==> src/rtl/conv_s2_scheduler.sv <==
// conv_s2_scheduler: stage-2 conv MAC sequencer (filters x channels per window, raster order); CONV_S2_PERF_EN adds perf_cycles
module conv_s2_scheduler #(
  parameter int OUT_W = 4,
  parameter int OUT_H = 4,
  parameter int NUM_FILT = 4,
  parameter int NUM_CH = 3,
  localparam int FW = NUM_FILT > 1 ? $clog2(NUM_FILT) : 1,
  localparam int CHW = NUM_CH > 1 ? $clog2(NUM_CH) : 1,
  localparam int RW = OUT_H > 1 ? $clog2(OUT_H) : 1,
  localparam int CW = OUT_W > 1 ? $clog2(OUT_W) : 1
) (
  input  logic           clk,
  input  logic           rst,
  input  logic           start,
  output logic           busy,
  output logic           done,
  input  logic           win_valid,
  output logic           win_ready,
  output logic [FW-1:0]  filt_sel,
  output logic [CHW-1:0] ch_sel,
  output logic           mac_en,
  output logic           mac_clr,
  output logic           mac_last,
  input  logic           mac_valid,
  output logic           res_valid,
  input  logic           res_ready,
  output logic [FW-1:0]  res_filt,
  output logic [RW-1:0]  res_row,
  output logic [CW-1:0]  res_col
`ifdef CONV_S2_PERF_EN
  ,
  output logic [31:0]    perf_cycles
`endif
);
  typedef enum logic [2:0] {IDLE, WAIT_WIN, ISSUE, WAIT_MAC, RESULT, ADV} state_t;
  state_t state, state_n;
  logic [RW-1:0] row, row_n;
  logic [CW-1:0] col, col_n;
  logic [FW-1:0] filt, filt_n;
  logic [CHW-1:0] ch, ch_n;
  logic last_row, last_col, last_filt, last_ch;
  assign last_row = row == RW'(OUT_H - 1);
  assign last_col = col == CW'(OUT_W - 1);
  assign last_filt = filt == FW'(NUM_FILT - 1);
  assign last_ch = ch == CHW'(NUM_CH - 1);
  // state and position counters
  always_ff @(posedge clk) begin
    if (rst) begin
      state <= IDLE;
      row <= '0;
      col <= '0;
      filt <= '0;
      ch <= '0;
    end else begin
      state <= state_n;
      row <= row_n;
      col <= col_n;
      filt <= filt_n;
      ch <= ch_n;
    end
  end
  // next state; the window is held for all filters and released in ADV
  always_comb begin
    state_n = state;
    row_n = row;
    col_n = col;
    filt_n = filt;
    ch_n = ch;
    case (state)
      IDLE: if (start) begin
        state_n = WAIT_WIN;
        row_n = '0;
        col_n = '0;
        filt_n = '0;
        ch_n = '0;
      end
      WAIT_WIN: state_n = win_valid ? ISSUE : WAIT_WIN;
      ISSUE: begin
        state_n = last_ch ? WAIT_MAC : ISSUE;
        ch_n = last_ch ? ch : ch + 1'b1;
      end
      WAIT_MAC: state_n = mac_valid ? RESULT : WAIT_MAC;
      RESULT: if (res_ready) begin
        ch_n = '0;
        state_n = last_filt ? ADV : ISSUE;
        filt_n = last_filt ? filt : filt + 1'b1;
      end
      ADV: begin
        filt_n = '0;
        col_n = last_col ? '0 : col + 1'b1;
        row_n = last_col ? (last_row ? '0 : row + 1'b1) : row;
        state_n = (last_row && last_col) ? IDLE : WAIT_WIN;
      end
      default: state_n = IDLE;
    endcase
  end
  assign done = state == ADV && last_row && last_col;
  assign busy = state != IDLE && !done;
  assign win_ready = state == ADV;
  assign mac_en = state == ISSUE;
  assign mac_clr = mac_en && ch == '0;
  assign mac_last = mac_en && last_ch;
  assign res_valid = state == RESULT;
  assign filt_sel = filt;
  assign ch_sel = ch;
  assign res_filt = filt;
  assign res_row = row;
  assign res_col = col;
`ifdef CONV_S2_PERF_EN
  // busy-cycle counter, cleared on accepted start, saturating
  always_ff @(posedge clk) begin
    if (rst || (state == IDLE && start))
      perf_cycles <= '0;
    else if (busy && perf_cycles != '1)
      perf_cycles <= perf_cycles + 32'd1;
  end
`endif
endmodule

==> config.mk <==
export PLATFORM = sky130hd
export DESIGN_NAME = conv_s2_scheduler
export DESIGN_NICKNAME = d
export VERILOG_FILES = /design/src/rtl/conv_s2_scheduler.sv
export SDC_FILE = /design/constraint.sdc
export NUM_CORES = 1
export LEC_CHECK = 0
export ABC_AREA = 1
export CAP_MARGIN = 20
export CORE_MARGIN = 2
export CORE_UTILIZATION = 49
export DETAILED_ROUTE_END_ITERATION = 7
export PLACE_DENSITY_LB_ADDON = 0.15
export SYNTH_ARGS = -nofsm -noshare
export SYNTH_HDL_FRONTEND = slang
export SYNTH_SLANG_ARGS = --single-unit
==> constraint.sdc <==
create_clock -name clk -period 3.2 [get_ports clk]
set_clock_uncertainty 0.05 [all_clocks]
set_input_delay 0.64 -clock clk [delete_from_list [all_inputs] [get_ports clk]]
set_output_delay 0.64 -clock clk [all_outputs]
set_load 0.05 [all_outputs]
==> impl_metrics.yaml, run 1 <==
cells_and_area:
  antenna_cells: 0
  final_cell_mix: "22 x clkdlybuf4s50_1, 17 x nand2_1, 12 x inv_1, 12 x nor2_1, 11 x dfxtp_1"
  layout-drive-gt1-share: 0.2061
  fillers: 140
  seq_area_um2: 220.2
  utilization: 0.6824
  multi_input_area_um2: 469.2
  layout.nets: 143
  syn_to_final_growth_pct: 30.55
  layout_commonest_cell: "clkdlybuf4s50_1"
  finish.instance_area_um2: 1016
floorplan:
  core_um2: 1489
  rows: 14
  die_h_um: 43.85
  initial_core_util: 0.5227
  die_area_um2: 1923
  ios: 23
  die_w_um: 43.85
timing:
  tns_ps: 0
  rsz0062_at_grt: "false"
  min_period_over_period: 0.8612
  fmax_ghz: 0.3629
  fin_crit_ps: 2756
  max_slew_margin: 0.6666
  hold_viol: 0
  finalSetupViolations: 0
  worst-slew-pin-transition_ps: 498.6
  hold_ws_ps: 441.6
  final_max_slew_viol_count: 0
  setup_ws_ps: 444.2
global_route:
  grt_pass1_vias: 665
  grt_max_degree: 9
  gr-max-usage-layer: "met2"
  antenna_found_initial: 0
  gr-usage-met3: 0.02917
  use_met1: 0.2379
  grt_pass1_wl_um: 2684
  overflow: 0
  grt_util_met2: 0.3000
  grt_util_all_layers: 0.1862
detailed_routing:
  avgRoutedWirePerCell_um: 11.16
  drc_errors: 0
  vias: 756
  firstDrtPassIters: 4
  drt_iter0_markers: 14
  totalWireLength_um: 1641
  antenna_left: 0
  routed_via_density: 5.143
yosys:
  synth_top_area_share: 0.2830
  ys_seq_area_frac: 0.2830
  synthCells: 109
  ys_seq_elements: 11
  synth.area.top_cells: "dfxtp_1 28%, nand2_1 8.2%, ha_1 8.0%"
  synth_top_area_cell: "dfxtp_1"
  syn_avg_cell_area_um2: 7.140
  synth.cell_area_um2: 778.2
  syn_nets: 120
  yosysWarnings: 0
  ys_types: 23
cts:
  cts_tree: "yes"
  cts_sinks: 11
  cts_inserted_buffers: 3
  cts_hold_buffers: 0
  ctsResizeCount: 0
  cts.path.max_buffers: 2
  clk_latency_ps: 280
  cts_setup_buffers: 0
  htreeDepth: 1
  ctsRootBufferMaster: "clkbuf_4"
  cts.clk_slew.worst_paths_ps: 80
placement:
  routabilityCongestion: 0.8397
  dp_hpwl_um: 1363
  dp_worst_setup_slack_ps: 750.6
  io_buffers: 22
  placed_area_um2: 989.7
pwr:
  p_comb_frac: 0.386
  pwr-share-clk: 0.237
  swShare: 0.4010
  p_leak_uw: 0.0004492
  switchingPower_uw: 168.5
  power_density_nw_per_um2: 413.6
  intPower_uw: 251.7
  peakVddDrop_mv: 0.2251
  seq_power_share: 0.377
worst_setup_path:
  crit_path_top_delay_cell: "clkdlybuf4s50_1"
  critPathMaxFanout: 8
  critPathKind: "flop to output port"
  cp-end-kind: "output port"
  setup.worst_path.start: "state[2]$_SDFFE_PP0P_"
  cp.arrival_ps: 2070
  cp_slowest_stage_delay_ps: 830
  worstPathCellList: "nand3_2, nor3_2, clkdlybuf4s50_1"
  critPathRequiredTime_ps: 2510
  r2r_setup_slack_ps: 1790
  rr_startpoint: "state[2]$_SDFFE_PP0P_"
  crit_path_start_kind: "flop"
hold_path:
  hold_path_startpoint: "res_col[0]$_SDFFE_PP0P_"
  hp-class: "flop to flop"
flow_run:
  cap_violations: 0
outcome:
  run_status: "complete, no violations"
==> sequential cells by signal, indices dropped and copies added, names as in the netlist <==
name,flops
res_row,2
ch_sel,2
filt_sel,2
state,3
res_col,2
==> power by group through the flow <==
stage / Clock (uW) / Sequential, uW / Combinational [uW]
finish: 99.6 / 159 / 162
global route: 105 / 160 / 176
CTS: 102 / 159 / 164
detailed placement: 0 / 162 / 163
global placement: 0 / 161 / 161
floorplan: 0 / 181 / 103
==> final timing paths <==
path | to | cells past startpoint
setup / recovery | done | 3
hold / removal | res_col[0]$_SDFFE_PP0P_ | 1
setup reg to reg | filt_sel[1]$_SDFFE_PP0P_ | 7
hold reg to reg | res_col[0]$_SDFFE_PP0P_ | 1
==> synth_stat cells (all sizes together) <==
| cell type | number |
|---|---|
| or2 | 1 |
| ha | 5 |
| a21oi | 7 |
| buf | 4 |
| inv | 16 |
| nand3b | 2 |
| nor3 | 2 |
| o21ai | 5 |
| nor2 | 21 |
| nand3 | 11 |
| dfxtp | 11 |
| nand2 | 22 |
| o211ai | 2 |
==> layer usage <==
layer | up-vias | part of all wire
met5 | - | 0
met4 | 0 | 0.013
met3 | 4 | 0.037
met2 | 18 | 0.49
met1 | 344 | 0.46
li1 | 390 | -
==> cells by family after synthesis <==
group | after synthesis | share of synthesized area
fa+ha+maj | 5 | 0.08039
flops | 11 | 0.2830
buf+inv | 20 | 0.1206
compound gates | 14 | 0.1029
simple gates | 59 | 0.4132
==> worst max-delay path, delay by kind of cell, from the launching register on <==
family | cells | cell delay (ps)
buffers and inverters | 1 | 830
and+or+nand+nor | 2 | 390
DFF | 1 | 570
==> metrics by stage <==
stage | power (uW) | std cells
after CTS | 424.5 | 147
final | 420.2 | 147
after global placement | 321.7 | 143
after floorplan | 284.5 | 109
after detailed placement | 324.6 | 143
after global routing | 441.4 | 147
==> cell type report <==
| class | instances | share of cell area |
|---|---|---|
| multi-input cells | 78 | 0.4618 |
| well taps | 16 | 0.01970 |
| repair buffers | 22 | 0.2167 |
| inverters | 16 | 0.05911 |
| flip-flops and latches | 11 | 0.2167 |
| clock buffers | 4 | 0.02586 |
No activity file was read; power rests on OpenSTA's default activity.
==> run 2: changes to the inputs <==
--- a/config.mk
+++ b/config.mk
@@ -7,7 +7,7 @@
 export LEC_CHECK = 0
 export ABC_AREA = 1
 export CAP_MARGIN = 20
-export CORE_MARGIN = 2
+export CORE_MARGIN = 5
 export CORE_UTILIZATION = 49
 export DETAILED_ROUTE_END_ITERATION = 7
 export PLACE_DENSITY_LB_ADDON = 0.15
==> impl_metrics.yaml, run 2 (synthesis gave the netlist of run 1 again) <==
worst_setup_path:
  crit_path_start_kind: "flop"
  critPathBufInv: 1
  worstPathCellList: "nand3_2, nor3_2, clkdlybuf4s50_1"
  critPathRequiredTime_ps: 2510
  critPathMaxFanout: 8
  cp.arrival_ps: 2050
  critPathKind: "flop to output port"
  cp-end-kind: "output port"
  cp_slowest_stage_delay_ps: 830
  cp_top_family: "buffers and inverters"
  crit_path_top_delay_cell: "clkdlybuf4s50_1"
floorplan:
  ios: 23
  die_area_um2: 2485
  rows: 14
  core_um2: 1506
  die_w_um: 49.85
  die_h_um: 49.85
  initial_core_util: 0.5166
detailed_routing:
  firstDrtPassIters: 4
  vias: 737
  totalWireLength_um: 1612
  avgRoutedWirePerCell_um: 10.97
  antenna_left: 0
  drc_errors: 0
  routed_via_density: 5.014
  drt_iter0_markers: 21
global_route:
  use_met1: 0.1703
  gr-usage-met3: 0.03614
  overflow: 0
  grt_max_degree: 9
  grt_pass1_wl_um: 2870
  grt_util_met2: 0.2458
  gr-max-usage-layer: "met2"
  grt_pass1_vias: 699
  antenna_found_initial: 0
  grt_util_all_layers: 0.1475
cells_and_area:
  final_cell_mix: "22 x clkdlybuf4s50_1, 17 x nand2_1, 12 x inv_1, 12 x nor2_1, 11 x dfxtp_1"
  layout-drive-gt1-share: 0.2061
  layout_commonest_cell: "clkdlybuf4s50_1"
  fillers: 133
  regMostFlops: "state"
  largest_register_ffs: 3
  syn_to_final_growth_pct: 30.55
  finish.instance_area_um2: 1016
  antenna_cells: 0
  utilization: 0.6744
  layout.nets: 143
  seq_area_um2: 220.2
  multi_input_area_um2: 469.2
timing:
  max_slew_margin: 0.6630
  hold_viol: 0
  min_period_over_period: 0.8576
  tns_ps: 0
  final_max_slew_viol_count: 0
  rsz0062_at_grt: "false"
  fin_crit_ps: 2744
  hold_ws_ps: 445.1
  finalSetupViolations: 0
  worst-slew-pin-transition_ps: 503.9
  fmax_ghz: 0.3644
cts:
  cts.path.max_buffers: 2
  ctsRootBufferMaster: "clkbuf_4"
  cts_tree: "yes"
  clk_latency_ps: 270
  cts_inserted_buffers: 3
  htreeDepth: 1
  cts.clk_slew.worst_paths_ps: 80
  ctsResizeCount: 0
  cts_setup_buffers: 0
  cts_hold_buffers: 0
  cts_sinks: 11
pwr:
  p_leak_uw: 0.0004492
  peakVddDrop_mv: 0.3109
  power_density_nw_per_um2: 410.5
placement:
  routabilityCongestion: 0.8524
  dp_hpwl_um: 1333
  placed_area_um2: 989.7
  io_buffers: 22
flow_run:
  cap_violations: 0
outcome:
  run_status: "complete, no violations"
hold_path:
  hp-class: "flop to flop"
==> run 2: cell counts in the layout (fill, tap and decap cells not counted) <==
Identical to the previous run, type by type.
==> run 2: routing by layer <==
metal  wire length (um)  vias up  part of all wire
met1                723      333              0.45
met3                 58        4             0.036
met4                 33        0             0.020
met2                796       12              0.49
met5                  0        -                 0
li1                   -      388                 -
==> run 2: power breakdown <==
part	switching, uW	internal [uW]
clock network	48.9	48.3
logic	104	57.1
registers	12.4	146
total	166	251
==> run 2: layout make-up <==
| class | instances | area share |
|---|---|---|
| Tap cell | 16 | 0.01970 |
| Multi-Input combinational cell | 78 | 0.4618 |
| Sequential cell | 11 | 0.2167 |
| Clock buffer | 4 | 0.02586 |
| Timing Repair Buffer | 22 | 0.2167 |
| Inverter | 16 | 0.05911 |
==> run 2: per-stage QoR <==
stage | setup WS [ps] | total power [uW] | instances
6_report | 455.8 | 417.1 | 147
5_1_grt | 339.7 | 444.7 | 147
4_1_cts | 425.9 | 425.1 | 147
3_5_place_dp | 737.9 | 324.3 | 143
2_1_floorplan | 367.1 | 284.5 | 109
3_3_place_gp | 788.3 | 321.9 | 143
==> run 2: final timing paths <==
path	from	end	slack, ps	cells after the start
worst max-delay path	state[2]$_SDFFE_PP0P_	done	460	3
worst min register to register	res_col[0]$_SDFFE_PP0P_	res_col[0]$_SDFFE_PP0P_	450	1
worst max register to register	state[2]$_SDFFE_PP0P_	filt_sel[1]$_SDFFE_PP0P_	1810	7
worst min-delay path	res_col[0]$_SDFFE_PP0P_	res_col[0]$_SDFFE_PP0P_	450	1
